<file path="src/rtl/xor_stream_framer_if.sv">
// Beat and result handshake bundle for xor_stream_framer.
// master = upstream/harness side, slave = framer side.
interface xor_stream_framer_if #(
    parameter int unsigned MAX_LEN = 16
);
    localparam int unsigned LEN_W = $clog2(MAX_LEN + 1);

    logic             in_valid;
    logic             in_ready;
    logic             in_u;
    logic             in_v;
    logic             in_last;
    logic             out_valid;
    logic             out_ready;
    logic             out_parity;
    logic [LEN_W-1:0] out_ones;
    logic [LEN_W-1:0] out_len;
    logic             out_trunc;

    modport master (
        output in_valid, in_u, in_v, in_last, out_ready,
        input  in_ready, out_valid, out_parity, out_ones, out_len, out_trunc
    );

    modport slave (
        input  in_valid, in_u, in_v, in_last, out_ready,
        output in_ready, out_valid, out_parity, out_ones, out_len, out_trunc
    );
endinterface

</file>
<file path="src/rtl/xor_stream_framer.sv">
// Frames a stream of (u, v) beats and reports parity, ones count, length and
// truncation of w = u ^ v per frame through a valid/ready result port.
module xor_stream_framer #(
    parameter int unsigned MAX_LEN = 16
) (
    input logic               clk,
    input logic               rst,
    xor_stream_framer_if.slave bus
);
    localparam int unsigned LEN_W = $clog2(MAX_LEN + 1);
    localparam logic [LEN_W-1:0] MaxLenW = LEN_W'(MAX_LEN);

    typedef enum logic {StAccum, StHold} state_e;

    state_e           state_q, state_d;
    logic             par_q, par_d;
    logic [LEN_W-1:0] ones_q, ones_d;
    logic [LEN_W-1:0] len_q, len_d;
    logic             res_par_q, res_par_d;
    logic [LEN_W-1:0] res_ones_q, res_ones_d;
    logic [LEN_W-1:0] res_len_q, res_len_d;
    logic             res_trunc_q, res_trunc_d;
    logic             in_ready_q, in_ready_d;
    logic             out_valid_q, out_valid_d;

    logic             w;
    logic             par_n;
    logic [LEN_W-1:0] ones_n;
    logic [LEN_W-1:0] len_n;

    always_comb begin
        w      = bus.in_u ^ bus.in_v;
        par_n  = par_q ^ w;
        ones_n = ones_q + LEN_W'(w);
        len_n  = len_q + LEN_W'(1);

        state_d     = state_q;
        par_d       = par_q;
        ones_d      = ones_q;
        len_d       = len_q;
        res_par_d   = res_par_q;
        res_ones_d  = res_ones_q;
        res_len_d   = res_len_q;
        res_trunc_d = res_trunc_q;
        in_ready_d  = in_ready_q;
        out_valid_d = out_valid_q;

        unique case (state_q)
            StAccum: begin
                if (bus.in_valid && in_ready_q) begin
                    par_d  = par_n;
                    ones_d = ones_n;
                    len_d  = len_n;
                    if (bus.in_last || (len_n == MaxLenW)) begin
                        // Result takes the closing beat's contribution directly.
                        res_par_d   = par_n;
                        res_ones_d  = ones_n;
                        res_len_d   = len_n;
                        res_trunc_d = !bus.in_last;
                        in_ready_d  = 1'b0;
                        out_valid_d = 1'b1;
                        state_d     = StHold;
                    end
                end
            end
            StHold: begin
                if (bus.out_ready) begin
                    par_d       = 1'b0;
                    ones_d      = '0;
                    len_d       = '0;
                    out_valid_d = 1'b0;
                    in_ready_d  = 1'b1;
                    state_d     = StAccum;
                end
            end
            default: state_d = StAccum;
        endcase
    end

    always_ff @(posedge clk) begin
        if (rst) begin
            state_q     <= StAccum;
            par_q       <= 1'b0;
            ones_q      <= '0;
            len_q       <= '0;
            res_par_q   <= 1'b0;
            res_ones_q  <= '0;
            res_len_q   <= '0;
            res_trunc_q <= 1'b0;
            in_ready_q  <= 1'b1;
            out_valid_q <= 1'b0;
        end else begin
            state_q     <= state_d;
            par_q       <= par_d;
            ones_q      <= ones_d;
            len_q       <= len_d;
            res_par_q   <= res_par_d;
            res_ones_q  <= res_ones_d;
            res_len_q   <= res_len_d;
            res_trunc_q <= res_trunc_d;
            in_ready_q  <= in_ready_d;
            out_valid_q <= out_valid_d;
        end
    end

    assign bus.in_ready   = in_ready_q;
    assign bus.out_valid  = out_valid_q;
    assign bus.out_parity = res_par_q;
    assign bus.out_ones   = res_ones_q;
    assign bus.out_len    = res_len_q;
    assign bus.out_trunc  = res_trunc_q;
endmodule

</file>
<file path="src/flat_wrapper.sv">
// flat-port wrapper written by rule: the top's interface ports become plain ports
module xor_stream_framer_flat 
#(
    parameter int unsigned MAX_LEN = 16
)
  (clk, rst, bus_in_valid, bus_in_u, bus_in_v, bus_in_last, bus_out_ready, bus_in_ready, bus_out_valid, bus_out_parity, bus_out_ones, bus_out_len, bus_out_trunc);
  xor_stream_framer_if #(.MAX_LEN(MAX_LEN)) bus_i ();
  input logic clk;
  input logic rst;
  input wire logic [$bits(bus_i.in_valid)-1:0] bus_in_valid;
  input wire logic [$bits(bus_i.in_u)-1:0] bus_in_u;
  input wire logic [$bits(bus_i.in_v)-1:0] bus_in_v;
  input wire logic [$bits(bus_i.in_last)-1:0] bus_in_last;
  input wire logic [$bits(bus_i.out_ready)-1:0] bus_out_ready;
  output wire logic [$bits(bus_i.in_ready)-1:0] bus_in_ready;
  output wire logic [$bits(bus_i.out_valid)-1:0] bus_out_valid;
  output wire logic [$bits(bus_i.out_parity)-1:0] bus_out_parity;
  output wire logic [$bits(bus_i.out_ones)-1:0] bus_out_ones;
  output wire logic [$bits(bus_i.out_len)-1:0] bus_out_len;
  output wire logic [$bits(bus_i.out_trunc)-1:0] bus_out_trunc;
  assign bus_i.in_valid = bus_in_valid;
  assign bus_i.in_u = bus_in_u;
  assign bus_i.in_v = bus_in_v;
  assign bus_i.in_last = bus_in_last;
  assign bus_i.out_ready = bus_out_ready;
  assign bus_in_ready = bus_i.in_ready;
  assign bus_out_valid = bus_i.out_valid;
  assign bus_out_parity = bus_i.out_parity;
  assign bus_out_ones = bus_i.out_ones;
  assign bus_out_len = bus_i.out_len;
  assign bus_out_trunc = bus_i.out_trunc;
  xor_stream_framer #(.MAX_LEN(MAX_LEN)) u_core (.clk(clk), .rst(rst), .bus(bus_i));
endmodule
</file>
<file path="config.mk">
export PLATFORM = sky130hd
export DESIGN_NAME = xor_stream_framer_flat
export DESIGN_NICKNAME = d
export VERILOG_FILES = /design/src/rtl/xor_stream_framer_if.sv /design/src/rtl/xor_stream_framer.sv /design/src/flat_wrapper.sv
export SDC_FILE = /design/constraint.sdc
export NUM_CORES = 1
export LEC_CHECK = 0
export BUFFER_PORTS_ARGS = -buffer_cell sky130_fd_sc_hd__buf_2
export CORE_ASPECT_RATIO = 1.4
export CORE_MARGIN = 1
export CORE_UTILIZATION = 49
export DETAILED_ROUTE_END_ITERATION = 7
export GPL_ROUTABILITY_DRIVEN = 1
export GPL_TIMING_DRIVEN = 1
export PLACE_DENSITY_LB_ADDON = 0.15
export SYNTH_ARGS = -nofsm -noshare
export SYNTH_HDL_FRONTEND = slang
export SYNTH_SLANG_ARGS = --single-unit
</file>
<file path="constraint.sdc">
create_clock -name clk -period 1.9 [get_ports clk]
set_input_delay 0.19 -clock clk [delete_from_list [all_inputs] [get_ports clk]]
set_output_delay 0.19 -clock clk [all_outputs]
set_load 0.02 [all_outputs]
</file>
==> insert_results.sql, run 1 <==
INSERT INTO impl_metrics (metric_group, metric, value, unit) VALUES
('place', 'gpl.final_weighted_congestion', '0.7004', ''),
('timing', 'fin_crit_sh', '95.22', '%'),
('floorplanning', 'initial_utilization', '52.74', '%'),
('setup_path', 'critical_path_arrival', '2.02', 'ns'),
('setup_path', 'critical_path_class', 'reg2reg', ''),
('cells_and_area', 'synthToLayoutAreaGrowth', '15.24', '%'),
('cells_and_area', 'design.final.nets', '172', ''),
('global_route', 'grt_max_degree', '35', ''),
('floorplanning', 'floorplan_core_area', '2444', 'um^2'),
('timing', 'fin_crit_period', '1.809', 'ns'),
('route', 'uppermost_signal_routing_layer_after_detailed_routing', 'met4', ''),
('setup_path', 'end_of_the_worst_register_to_register_path', 'u_core.bus.out_len[0]', ''),
('synth', 'syn-instance-count', '136', ''),
('hold_path', 'hold_path_class', 'in2reg', ''),
('setup_path', 'path_buf_inv', '0', ''),
('floorplanning', 'die_area', '2842', 'um^2'),
('setup_path', 'worst_path_max_stage_delay', '0.50', 'ns'),
('synth', 'yosysUniqueCellTypes', '32', ''),
('status', 'run_status', 'completed', ''),
('cells_and_area', 'antenna_cells', '0', ''),
('timing', 'fin_ws', '0.09086', 'ns'),
('place', 'post-dp-hpwl', '1825', 'um'),
('pwr', 'fin_total_pwr', '986.1', 'uW'),
('cells_and_area', 'final_common_cell', 'dfxtp_1', ''),
('synth', 'number_of_warnings_issued_by_yosys', '0', ''),
('cts', 'path_clk_slew', '0.13', 'ns'),
('run', 'cap_viol_max_count', '0', ''),
('global_route', 'global_route.usage.total', '19.83', '%'),
('route', 'post-route-drc-count', '0', ''),
('timing', 'setup-violations-final', '0', ''),
('place', 'place_inst', '187', ''),
('route', 'routed_wirelength', '2547', 'um'),
('floorplanning', 'core.rowCount', '21', ''),
('route', 'routed_wire_length_per_instance', '13.20', 'um'),
('synth', 'synth-xor-area-share', '6.019', '%'),
('hold_path', 'worst_hold_path.num_cells', '2', ''),
('synth', 'synth_area', '1289', 'um^2'),
('route', 'drt-met1-wl', '1073', 'um'),
('route', 'vias_after_detailed_routing', '1052', ''),
('synth', 'fraction_of_the_mapped_netlist_area_in_adder_cells', '3.883', '%'),
('timing', 'report.final.slew_viol_count', '0', ''),
('cts', 'total_clock_buffers_created_by_cts', '3', ''),
('synth', 'synth.mux.area_fraction', '6.699', '%'),
('hold_path', 'hold_path_end', 'u_core.bus.in_ready', ''),
('timing', 'relSlewSlack', '65.12', '%'),
('synth', 'synth_seq_cells', '26', ''),
('global_route', 'overflow', '0', ''),
('floorplanning', 'die-height', '62.68', 'um'),
('route', 'drt_pre_antenna_iters', '4', ''),
('synth', 'synth_top_family_by_area', 'simple AND/OR/NAND/NOR gates', ''),
('timing', 'rsz0062_at_grt', 'no', ''),
('route', 'met2RoutedLength', '1379', 'um'),
('hold_path', 'timing.hold.worst.start', 'bus_out_ready', ''),
('place', 'place_worst_setup_slack', '0.03852', 'ns'),
('route', 'ant_nets', '0', ''),
('synth', 'syn-mean-instance-area', '9.476', 'um^2'),
('synth', 'fraction_of_the_yosys_area_taken_by_sequential_cells', '40.39', '%'),
('global_route', 'grt_pass1_vias', '1015', ''),
('cts', 'cts.sink_count', '26', ''),
('setup_path', 'timing.critical_path.cells', 'ha_4, or4b_4, o31ai_4, a31o_1, mux2_4', ''),
('timing', 'timing.fmax', '552.7', 'MHz'),
('cts', 'cts_tree', 'built', ''),
('setup_path', 'worstRegToRegCells', '5', ''),
('setup_path', 'ff2ff_setup_slack', '0.09', 'ns'),
('pwr', 'worst_case_vdd_ir_drop', '0.0004122', 'V'),
('pwr', 'power_density', '664.0', 'nW/um^2'),
('cts', 'cts_htree_levels', '1', ''),
('setup_path', 'path_delay_family', 'simple AND/OR/NAND/NOR gates', ''),
('timing', 'fin_tns_setup', '0', 'ns'),
('setup_path', 'worst-endpoint-required', '2.12', 'ns'),
('cells_and_area', 'most-common-layout-cells', 'dfxtp_1 (24), buf_2 (20), a21oi_1 (15)', '');
logic make-up (layout without fill, tap and decap cells):
family | count (synthesis) | after routing
and+or+nand+nor | 53 | 53
muxes | 8 | 8
xor gates and xnor gates | 8 | 8
DFF | 26 | 26
adders and majority gates | 4 | 4
buffers and inverters | 8 | 31
AOI/OAI and AO/OA | 29 | 29
worst reg2reg max path: stages, from the launching register on:
cell     delay, ns
dfxtp_4       0.39
ha_4          0.18
or4b_4        0.50
o31ai_4       0.10
a31o_1        0.25
mux2_4        0.30
metrics by stage:
| stage | hold slack (ns) | instance area [um^2] |
|---|---|---|
| after floorplan | 0.3349 | 1291 |
| after global placement | 0.4455 | 1419 |
| after detailed placement | 0.4486 | 1419 |
| after CTS | 0.1557 | 1441 |
| after global routing | 0.1607 | 1485 |
| final | 0.1631 | 1485 |
final cells by class:
cell class | instances | area [um^2]
Fill cell | 217 | 958.4
Timing Repair Buffer | 28 | 163.9
Sequential cell | 26 | 528.0
Clock buffer | 3 | 22.52
Tap cell | 34 | 42.54
Multi-Input combinational cell | 102 | 728.2
where the power goes:
group | switching, uW | internal [uW]
clock | 151 | 74.0
sequential | 18.0 | 568
combinational | 101 | 74.4
total | 270 | 716
cells in the mapped netlist, drive strengths merged:
cell type | n | area [um^2]
a211oi | 2 | 15.01
a21boi | 1 | 7.510
a21oi | 15 | 75.07
a221o | 1 | 10.01
a311oi | 2 | 17.52
a31o | 1 | 8.760
a31oi | 2 | 27.53
and2 | 1 | 8.760
and3b | 2 | 17.52
buf | 3 | 33.78
clkbuf | 5 | 18.77
dfxtp | 26 | 520.5
ha | 4 | 50.05
mux2 | 2 | 26.27
mux2i | 6 | 60.06
nand2 | 9 | 33.78
nand2b | 13 | 81.33
nand3 | 12 | 60.06
nand3b | 4 | 30.03
nor2 | 7 | 26.28
nor2b | 2 | 12.51
nor3 | 1 | 5.000
o211ai | 1 | 7.510
o21ai | 3 | 15.01
o31ai | 1 | 21.27
or2b | 1 | 7.510
or4b | 1 | 13.76
xnor2 | 7 | 68.82
xor2 | 1 | 8.760
how the worst max path moves through the flow:
| stage | startpoint | end | slack, ns | depth (start not counted) |
|---|---|---|---|---|
| floorplan | u_core.len_q[0] | u_core.bus.out_len[0] | 0.01 | 6 |
| global placement | u_core.len_q[1] | u_core.bus.out_len[0] | 0.08 | 5 |
| detailed placement | u_core.len_q[0] | u_core.bus.in_ready | 0.04 | 5 |
| CTS | u_core.len_q[0] | u_core.bus.out_len[1] | 0.02 | 6 |
| global route | u_core.len_q[0] | u_core.bus.out_parity | 0.02 | 5 |
| finish | u_core.len_q[1] | u_core.bus.out_len[0] | 0.09 | 5 |
sequential cells by signal, indices dropped and copies added (netlist names):
register and count:
u_core.bus.in_ready 1, u_core.bus.out_len 5, u_core.bus.out_ones 5, u_core.bus.out_parity 1, u_core.bus.out_trunc 1, u_core.bus.out_valid 1
u_core.len_q 5, u_core.ones_q 5, u_core.par_q 1, u_core.state_q 1
per-layer routing:
layer | track usage (%) | vias to the layer above
met5 | 0 | -
met4 | 6.818 | 0
met3 | 1.734 | 4
met2 | 37.32 | 15
met1 | 21.52 | 508
li1 | - | 525
repair_timing:
item	4_1_cts	5_1_grt
gates resized for setup	0	6
setup buffers	0	3
endpoints found under the setup margin	0	8
hold buffers	0	0
(Power assumes the default switching activity.)
==> inputs of run 2 (changes only) <==
- ABC_AREA: unset -> 1
==> run 2 against run 1 <==
Against the previous run: maximum frequency up 6.5%; synthesized cell count up 25%; cell count grew 15%; non-clock buffer count fell by 7; critical endpoint unchanged.
==> insert_results.sql, run 2 <==
INSERT INTO impl_metrics (metric_group, metric, value, unit) VALUES
('status', 'run_status', 'completed', ''),
('global_route', 'grt_first_pass_wirelength', '3801', 'um'),
('synth', 'synth.top_cells.by_area', 'dfxtp_1 (42%), nand2_1 (13%), a21oi_1 (8.6%), inv_1 (6.4%), nand3_1 (6.1%)', ''),
('synth', 'post-synth-top-area-cell', 'dfxtp_1', ''),
('cells_and_area', 'final_core_utilization', '57.04', '%'),
('setup_path', 'timing.critical_path.cells', 'ha_1, nand4_1, a21oi_2, nand2_4, a21boi_0, nor2_1', ''),
('global_route', 'grt_pass1_vias', '886', ''),
('global_route', 'global_route.usage.total', '19.19', '%'),
('pwr', 'worst_case_vdd_ir_drop', '0.0003963', 'V'),
('setup_path', 'critPathCaptureType', 'flop', ''),
('route', 'met2RoutedLength', '1047', 'um'),
('setup_path', 'crit_path_max_fanout', '23', ''),
('timing', 'fin_ws', '0.2005', 'ns'),
('setup_path', 'worst_path_max_stage_delay', '0.45', 'ns'),
('cts', 'cts_htree_levels', '1', ''),
('pwr', 'net_switching_power', '289.7', 'uW'),
('route', 'routed_wirelength', '2241', 'um'),
('floorplanning', 'floorplan_core_area', '2391', 'um^2'),
('place', 'io_buffers', '20', ''),
('timing', 'fin_tns_setup', '0', 'ns'),
('timing', 'setup-violations-final', '0', ''),
('cts', 'post_cts_resize_count', '0', ''),
('synth', 'synth.cells.most_frequent', 'nand2_1 (44), dfxtp_1 (26), a21oi_1 (21), inv_1 (21), nand3_1 (15)', ''),
('timing', 'final-hold-violation-count', '0', ''),
('cells_and_area', 'layout.filler_cells', '229', ''),
('synth', 'syn-mean-instance-area', '7.213', 'um^2'),
('cells_and_area', 'antenna_cells', '0', ''),
('route', 'drt_pre_antenna_iters', '4', ''),
('floorplanning', 'top_level_ports', '21', ''),
('cts', 'postCtsSetupRepairBufs', '0', ''),
('place', 'gpl.final_weighted_congestion', '0.8241', ''),
('cells_and_area', 'post_route_cells_drive_above_1_share', '16.04', '%'),
('pwr', 'sw_frac_of_total', '28.70', '%'),
('cells_and_area', 'final_cells', '221', ''),
('setup_path', 'critical_path_arrival', '1.92', 'ns'),
('floorplanning', 'initial_utilization', '51.28', '%'),
('route', 'routed_wire_length_per_instance', '10.14', 'um'),
('place', 'place_worst_setup_slack', '0.1637', 'ns'),
('cells_and_area', 'final_common_cell', 'nand2_1', ''),
('synth', 'syn-instance-count', '170', ''),
('cts', 'cts_tree', 'built', ''),
('timing', 'worstMarginPinSlew', '0.6615', 'ns'),
('pwr', 'power_density', '740.0', 'nW/um^2'),
('global_route', 'overflow', '0', ''),
('setup_path', 'timing.critical_path.from_type', 'flop', ''),
('floorplanning', 'die-height', '61.19', 'um'),
('synth', 'synth_top_cell_area_share', '42.45', '%'),
('synth', 'most_repeated_cell_in_the_gate_level_netlist_after_synthesis', 'nand2_1', ''),
('pwr', 'power_frac_comb', '18.5', '%'),
('cts', 'max_root_sink_buffers', '2', ''),
('synth', 'number_of_warnings_issued_by_yosys', '0', ''),
('timing', 'fin_crit_sh', '89.45', '%'),
('timing', 'timing.fmax', '588.4', 'MHz'),
('run', 'cap_viol_max_count', '0', ''),
('setup_path', 'critical_path.slowest_cell', 'dfxtp_1', ''),
('cells_and_area', 'synthToLayoutAreaGrowth', '11.22', '%'),
('cells_and_area', 'multi_input_area', '588.1', 'um^2'),
('cts', 'total_clock_buffers_created_by_cts', '3', ''),
('synth', 'synth_seq_cells', '26', ''),
('cts', 'cts.sink_count', '26', ''),
('cells_and_area', 'final-seq-area', '520.5', 'um^2'),
('floorplanning', 'die_area', '2709', 'um^2'),
('cts', 'clk-insertion-delay-late', '0.31', 'ns'),
('pwr', 'power.clock.fraction', '22.4', '%'),
('pwr', 'p_int', '719.6', 'uW'),
('route', 'detailroute.wirelength.met3', '78', 'um'),
('cts', 'clock_tree.root_cell', 'clkbuf_4', ''),
('cells_and_area', 'most-common-layout-cells', 'nand2_1 (44), dfxtp_1 (26), inv_1 (21), a21oi_1 (21), buf_2 (20)', ''),
('synth', 'flip_flop_cell_with_the_highest_count_after_synthesis', 'dfxtp_1', ''),
('cts', 'path_clk_slew', '0.13', 'ns'),
('route', 'post-route-drc-count', '0', ''),
('timing', 'final.setup_skew', '0.002038', 'ns'),
('timing', 'relSlewSlack', '55.85', '%'),
('place', 'place_inst', '218', ''),
('synth', 'async_flop_share', '0', '%'),
('global_route', 'grt_antenna_before_repair', '0', ''),
('setup_path', 'critical_path_class', 'reg2reg', ''),
('cells_and_area', 'design.final.nets', '200', ''),
('timing', 'rsz0062_at_grt', 'no', ''),
('global_route', 'grt_max_degree', '24', ''),
('place', 'post-dp-hpwl', '1621', 'um'),
('synth', 'fraction_of_the_yosys_area_taken_by_sequential_cells', '42.45', '%'),
('setup_path', 'worst-endpoint-required', '2.12', 'ns'),
('route', 'uppermost_signal_routing_layer_after_detailed_routing', 'met4', ''),
('floorplanning', 'core.rowCount', '21', ''),
('pwr', 'p_seq_share', '59.1', '%'),
('pwr', 'power.leakage', '0.0006883', 'uW'),
('route', 'vias_per_cell', '4.873', ''),
('route', 'drt-met1-wl', '1069', 'um'),
('synth', 'number_of_enable_type_register_cells_in_the_synthesized_netlist', '0', ''),
('timing', 'fin_crit_period', '1.700', 'ns'),
('route', 'ant_nets', '0', ''),
('route', 'vias_after_detailed_routing', '1077', ''),
('timing', 'report.final.slew_viol_count', '0', ''),
('floorplanning', 'dieWidth', '44.28', 'um'),
('route', 'drtIter0Drc', '35', ''),
('synth', 'synth_area', '1226', 'um^2'),
('cts', 'postCtsHoldBufs', '0', ''),
('synth', 'syn_nets', '181', ''),
('hold_path', 'hold_path_class', 'in2reg', ''),
('synth', 'yosysUniqueCellTypes', '23', '');
-- run 2: kinds of logic (layout without fill, tap and decap cells) --
group                    Yosys count  in the layout  synth area share [%]
AND/OR/NAND/NOR                   80             80                 28.67
buffers and inverters             29             46                 10.00
AO/OA/AOI/OAI                     26             26                 11.23
flip-flops                        26             26                 42.45
XOR/XNOR                           5              5                 3.572
adder cells (fa/ha/maj)            4              4                 4.082
-- run 2: layout make-up --
cell class | count | share of cell area [%]
flip-flops and latches | 26 | 38.17
clock buffers | 3 | 1.651
inverters | 22 | 6.055
well taps | 34 | 3.119
repair buffers | 21 | 7.890
multi-input cells | 115 | 43.12
-- run 2: final timing paths --
kind                   startpoint  slack [ns]               endpoint  depth (start not counted)
max               u_core.len_q[0]        0.20  u_core.bus.out_len[0]                          6
min                 bus_out_ready        0.14         u_core.state_q                          3
max reg2reg       u_core.len_q[0]        0.20  u_core.bus.out_len[0]                          6
min reg2reg  u_core.bus.out_valid        0.46   u_core.bus.out_valid                          2
-- run 2: per-layer routing --
metal | vias to the layer above | track usage, %
met5 | - | 0
met4 | 0 | 10.39
met3 | 5 | 3.519
met2 | 26 | 30.25
met1 | 472 | 24.77
li1 | 574 | -
-- run 2: worst max-delay path, delay by kind of cell, from the launching register on --
kind / cells / cell delay (ns)
flops: 1 / 0.45
compound gates: 2 / 0.46
fa+ha+maj: 1 / 0.25
simple gates: 3 / 0.43
-- run 2: through the flow --
stage	area [um^2]	hold slack, ns	total power, uW
detailed placement	1336	0.4397	795.6
global route	1364	0.1425	1082
CTS	1359	0.1214	1023
finish	1364	0.1363	1009
floorplan	1226	0.2591	743.5
global placement	1336	0.4362	792.4
-- run 2: power by group through the flow --
| stage | registers (uW) | logic, uW | clock network (uW) |
|---|---|---|---|
| after floorplan | 634 | 110 | 0 |
| after global placement | 608 | 185 | 0 |
| after detailed placement | 609 | 186 | 0 |
| after CTS | 597 | 187 | 238 |
| after global routing | 602 | 213 | 267 |
| final | 597 | 186 | 226 |
==> inputs of run 3 (changes only) <==
- CORE_UTILIZATION: 49 -> 25
==> run 3 against run 2 <==
Against the previous run: core utilization down 26 points; sequential share of layout area decreased by 2.0 points; total power up 13%; critical path depth grew 1; non-clock buffer count grew 2; via count shrank 3.9%; wire length grew 12%; clock skew grew 0.0012 ns; critical endpoint is now u_core.bus.out_ones[2]; largest cell class unchanged; largest power group unchanged.
==> insert_results.sql, run 3 (same netlist as run 2, synthesis figures left out) <==
INSERT INTO impl_metrics (metric_group, metric, value, unit) VALUES
('status', 'run_status', 'completed', ''),
('cells_and_area', 'most-common-layout-cells', 'nand2_1 (44), dfxtp_1 (25), inv_1 (21), a21oi_1 (21), buf_2 (20)', ''),
('global_route', 'grt_antenna_before_repair', '0', ''),
('setup_path', 'critical_path_class', 'reg2reg', ''),
('hold_path', 'hold_path_class', 'in2reg', ''),
('place', 'place_worst_setup_slack', '0.2151', 'ns'),
('cts', 'max_root_sink_buffers', '2', ''),
('place', 'placedInstanceArea', '1386', 'um^2'),
('setup_path', 'worstRegToRegCells', '7', ''),
('route', 'drtIter0Drc', '38', ''),
('timing', 'rsz0062_at_grt', 'no', ''),
('floorplanning', 'initial_utilization', '26.61', '%'),
('global_route', 'grt_max_degree', '24', ''),
('setup_path', 'worst_path_max_stage_delay', '0.37', 'ns'),
('pwr', 'power.leakage', '0.0006975', 'uW'),
('hold_path', 'timing.hold.worst.start', 'bus_out_ready', ''),
('pwr', 'worst_case_vdd_ir_drop', '0.0002566', 'V'),
('cts', 'cts.sink_count', '26', ''),
('cts', 'cts_tree', 'built', ''),
('setup_path', 'r2r-start', 'u_core.len_q[1]', ''),
('route', 'vias_after_detailed_routing', '1035', ''),
('cells_and_area', 'design.final.nets', '202', ''),
('global_route', 'grt_pass1_vias', '972', ''),
('timing', 'final-hold-violation-count', '0', ''),
('timing', 'relSlewSlack', '53.39', '%'),
('setup_path', 'timing.critical_path.cells', 'ha_1, nand4_1, a21oi_2, nand2_2, buf_4, a21oi_1, nor2_1', ''),
('route', 'routed_wire_length_per_instance', '9.948', 'um'),
('setup_path', 'crit_start', 'u_core.len_q[1]', ''),
('global_route', 'grt_first_pass_wirelength', '4305', 'um'),
('timing', 'final.setup_skew', '0.003208', 'ns'),
('global_route', 'global_route.usage.total', '10.81', '%'),
('route', 'drt_pre_antenna_iters', '6', ''),
('route', 'vias_per_cell', '4.107', ''),
('floorplanning', 'core.rowCount', '29', ''),
('setup_path', 'critPathCaptureType', 'flop', ''),
('timing', 'setup-violations-final', '0', ''),
('floorplanning', 'floorplan_core_area', '4608', 'um^2'),
('cells_and_area', 'layout.filler_cells', '522', ''),
('floorplanning', 'top_level_ports', '21', ''),
('timing', 'fin_ws', '0.2504', 'ns'),
('timing', 'fin_crit_period', '1.650', 'ns'),
('hold_path', 'hold_path_end', 'u_core.state_q', ''),
('cts', 'postCtsSetupRepairBufs', '0', ''),
('cts', 'total_clock_buffers_created_by_cts', '3', ''),
('floorplanning', 'dieWidth', '61.19', 'um'),
('pwr', 'power_density', '790.8', 'nW/um^2'),
('cts', 'path_clk_slew', '0.09', 'ns'),
('setup_path', 'crit_path_max_fanout', '15', ''),
('cells_and_area', 'synthToLayoutAreaGrowth', '17.65', '%'),
('place', 'post-dp-hpwl', '1840', 'um'),
('timing', 'timing.fmax', '606.2', 'MHz'),
('setup_path', 'end_of_the_worst_register_to_register_path', 'u_core.bus.out_ones[2]', ''),
('timing', 'fin_crit_sh', '86.82', '%'),
('setup_path', 'timing.critical_path.from_type', 'flop', ''),
('timing', 'report.final.slew_viol_count', '0', ''),
('setup_path', 'ff2ff_setup_slack', '0.25', 'ns'),
('route', 'ant_nets', '0', ''),
('floorplanning', 'die-height', '84.87', 'um'),
('timing', 'holdWs', '0.1933', 'ns'),
('setup_path', 'worst-endpoint-required', '2.06', 'ns'),
('global_route', 'overflow', '0', ''),
('setup_path', 'critical_path.slowest_cell', 'dfxtp_2', ''),
('route', 'routed_wirelength', '2507', 'um'),
('timing', 'worstMarginPinSlew', '0.6983', 'ns'),
('cts', 'clk-insertion-delay-late', '0.26', 'ns'),
('cts', 'cts_htree_levels', '1', ''),
('hold_path', 'worst_hold_path.num_cells', '3', ''),
('route', 'post-route-drc-count', '0', ''),
('cells_and_area', 'final_cell_area', '1443', 'um^2'),
('place', 'io_buffers', '20', ''),
('cells_and_area', 'antenna_cells', '0', ''),
('cells_and_area', 'post_route_cells_drive_above_1_share', '17.89', '%'),
('floorplanning', 'die_area', '5193', 'um^2'),
('cts', 'clock_tree.root_cell', 'clkbuf_8', ''),
('timing', 'fin_tns_setup', '0', 'ns'),
('run', 'cap_viol_max_count', '0', ''),
('place', 'gpl.final_weighted_congestion', '0.7387', ''),
('setup_path', 'critical_path_arrival', '1.81', 'ns'),
('cells_and_area', 'final_common_cell', 'nand2_1', '');
==> run 3: changes by cell type in the layout (fill, tap and decap cells not counted) <==
cell,change
nand2_2,+1
nand2_4,-1
dfxtp_1,-1
clkbuf_4,-3
clkbuf_8,+4
dfxtp_2,+1
buf_4,+2
==> run 3: critical path, delay by kind of cell, from the launching register on <==
family,cells,cell delay [ns]
AO/OA/AOI/OAI,2,0.37
adder cells (fa/ha/maj),1,0.21
buffers and inverters,1,0.23
flip-flops,1,0.37
AND/OR/NAND/NOR,3,0.37
==> run 3: per-stage QoR <==
| step | cells | total power, uW | util, % |
|---|---|---|---|
| CTS | 252 | 1173 | 31.28 |
| floorplan | 170 | 743.5 | - |
| global route | 252 | 1224 | 31.31 |
| global placement | 248 | 805.6 | 30.08 |
| finish | 252 | 1141 | 31.31 |
| detailed placement | 248 | 804.0 | 30.08 |
==> run 3: report_power, final <==
group / internal, uW / total (uW) / leakage [uW] / switching [uW]
sequential: 577 / 595 / 0.000213 / 17.5
combinational: 70.7 / 193 / 0.000456 / 122
clock: 185 / 354 / 0.0000288 / 169
==> run 3: how the worst max path moves through the flow <==
stage,end,cells after the start
6_report,u_core.bus.out_ones[2],7
5_1_grt,u_core.bus.out_ones[3],7
4_1_cts,u_core.bus.out_ones[0],7
3_5_place_dp,u_core.bus.out_ones[0],7
3_3_place_gp,u_core.bus.out_len[4],8
2_1_floorplan,u_core.bus.out_len[1],7
==> run 3: area by class of cell <==
class | instances | area (um^2) | area share, %
clock buffer | 4 | 55.05 | 3.816
inverter | 22 | 82.58 | 5.724
multi-input combinational | 115 | 583.1 | 40.42
sequential | 26 | 521.8 | 36.17
tap | 62 | 77.57 | 5.377
timing repair buffer | 23 | 122.6 | 8.500
==> run 3: repair_timing <==
action | in CTS | in global routing
gates resized for setup | 0 | 1
endpoints found under the setup margin | 0 | 2
hold buffers | 0 | 0
==> run 3: metal layers <==
metal | up-vias | track usage (%) | routed length [um]
li1 | 575 | - | -
met1 | 442 | 15.57 | 1264
met2 | 16 | 15.42 | 1145
met3 | 2 | 1.829 | 62
met4 | 0 | 4.959 | 35
met5 | - | 0 | 0
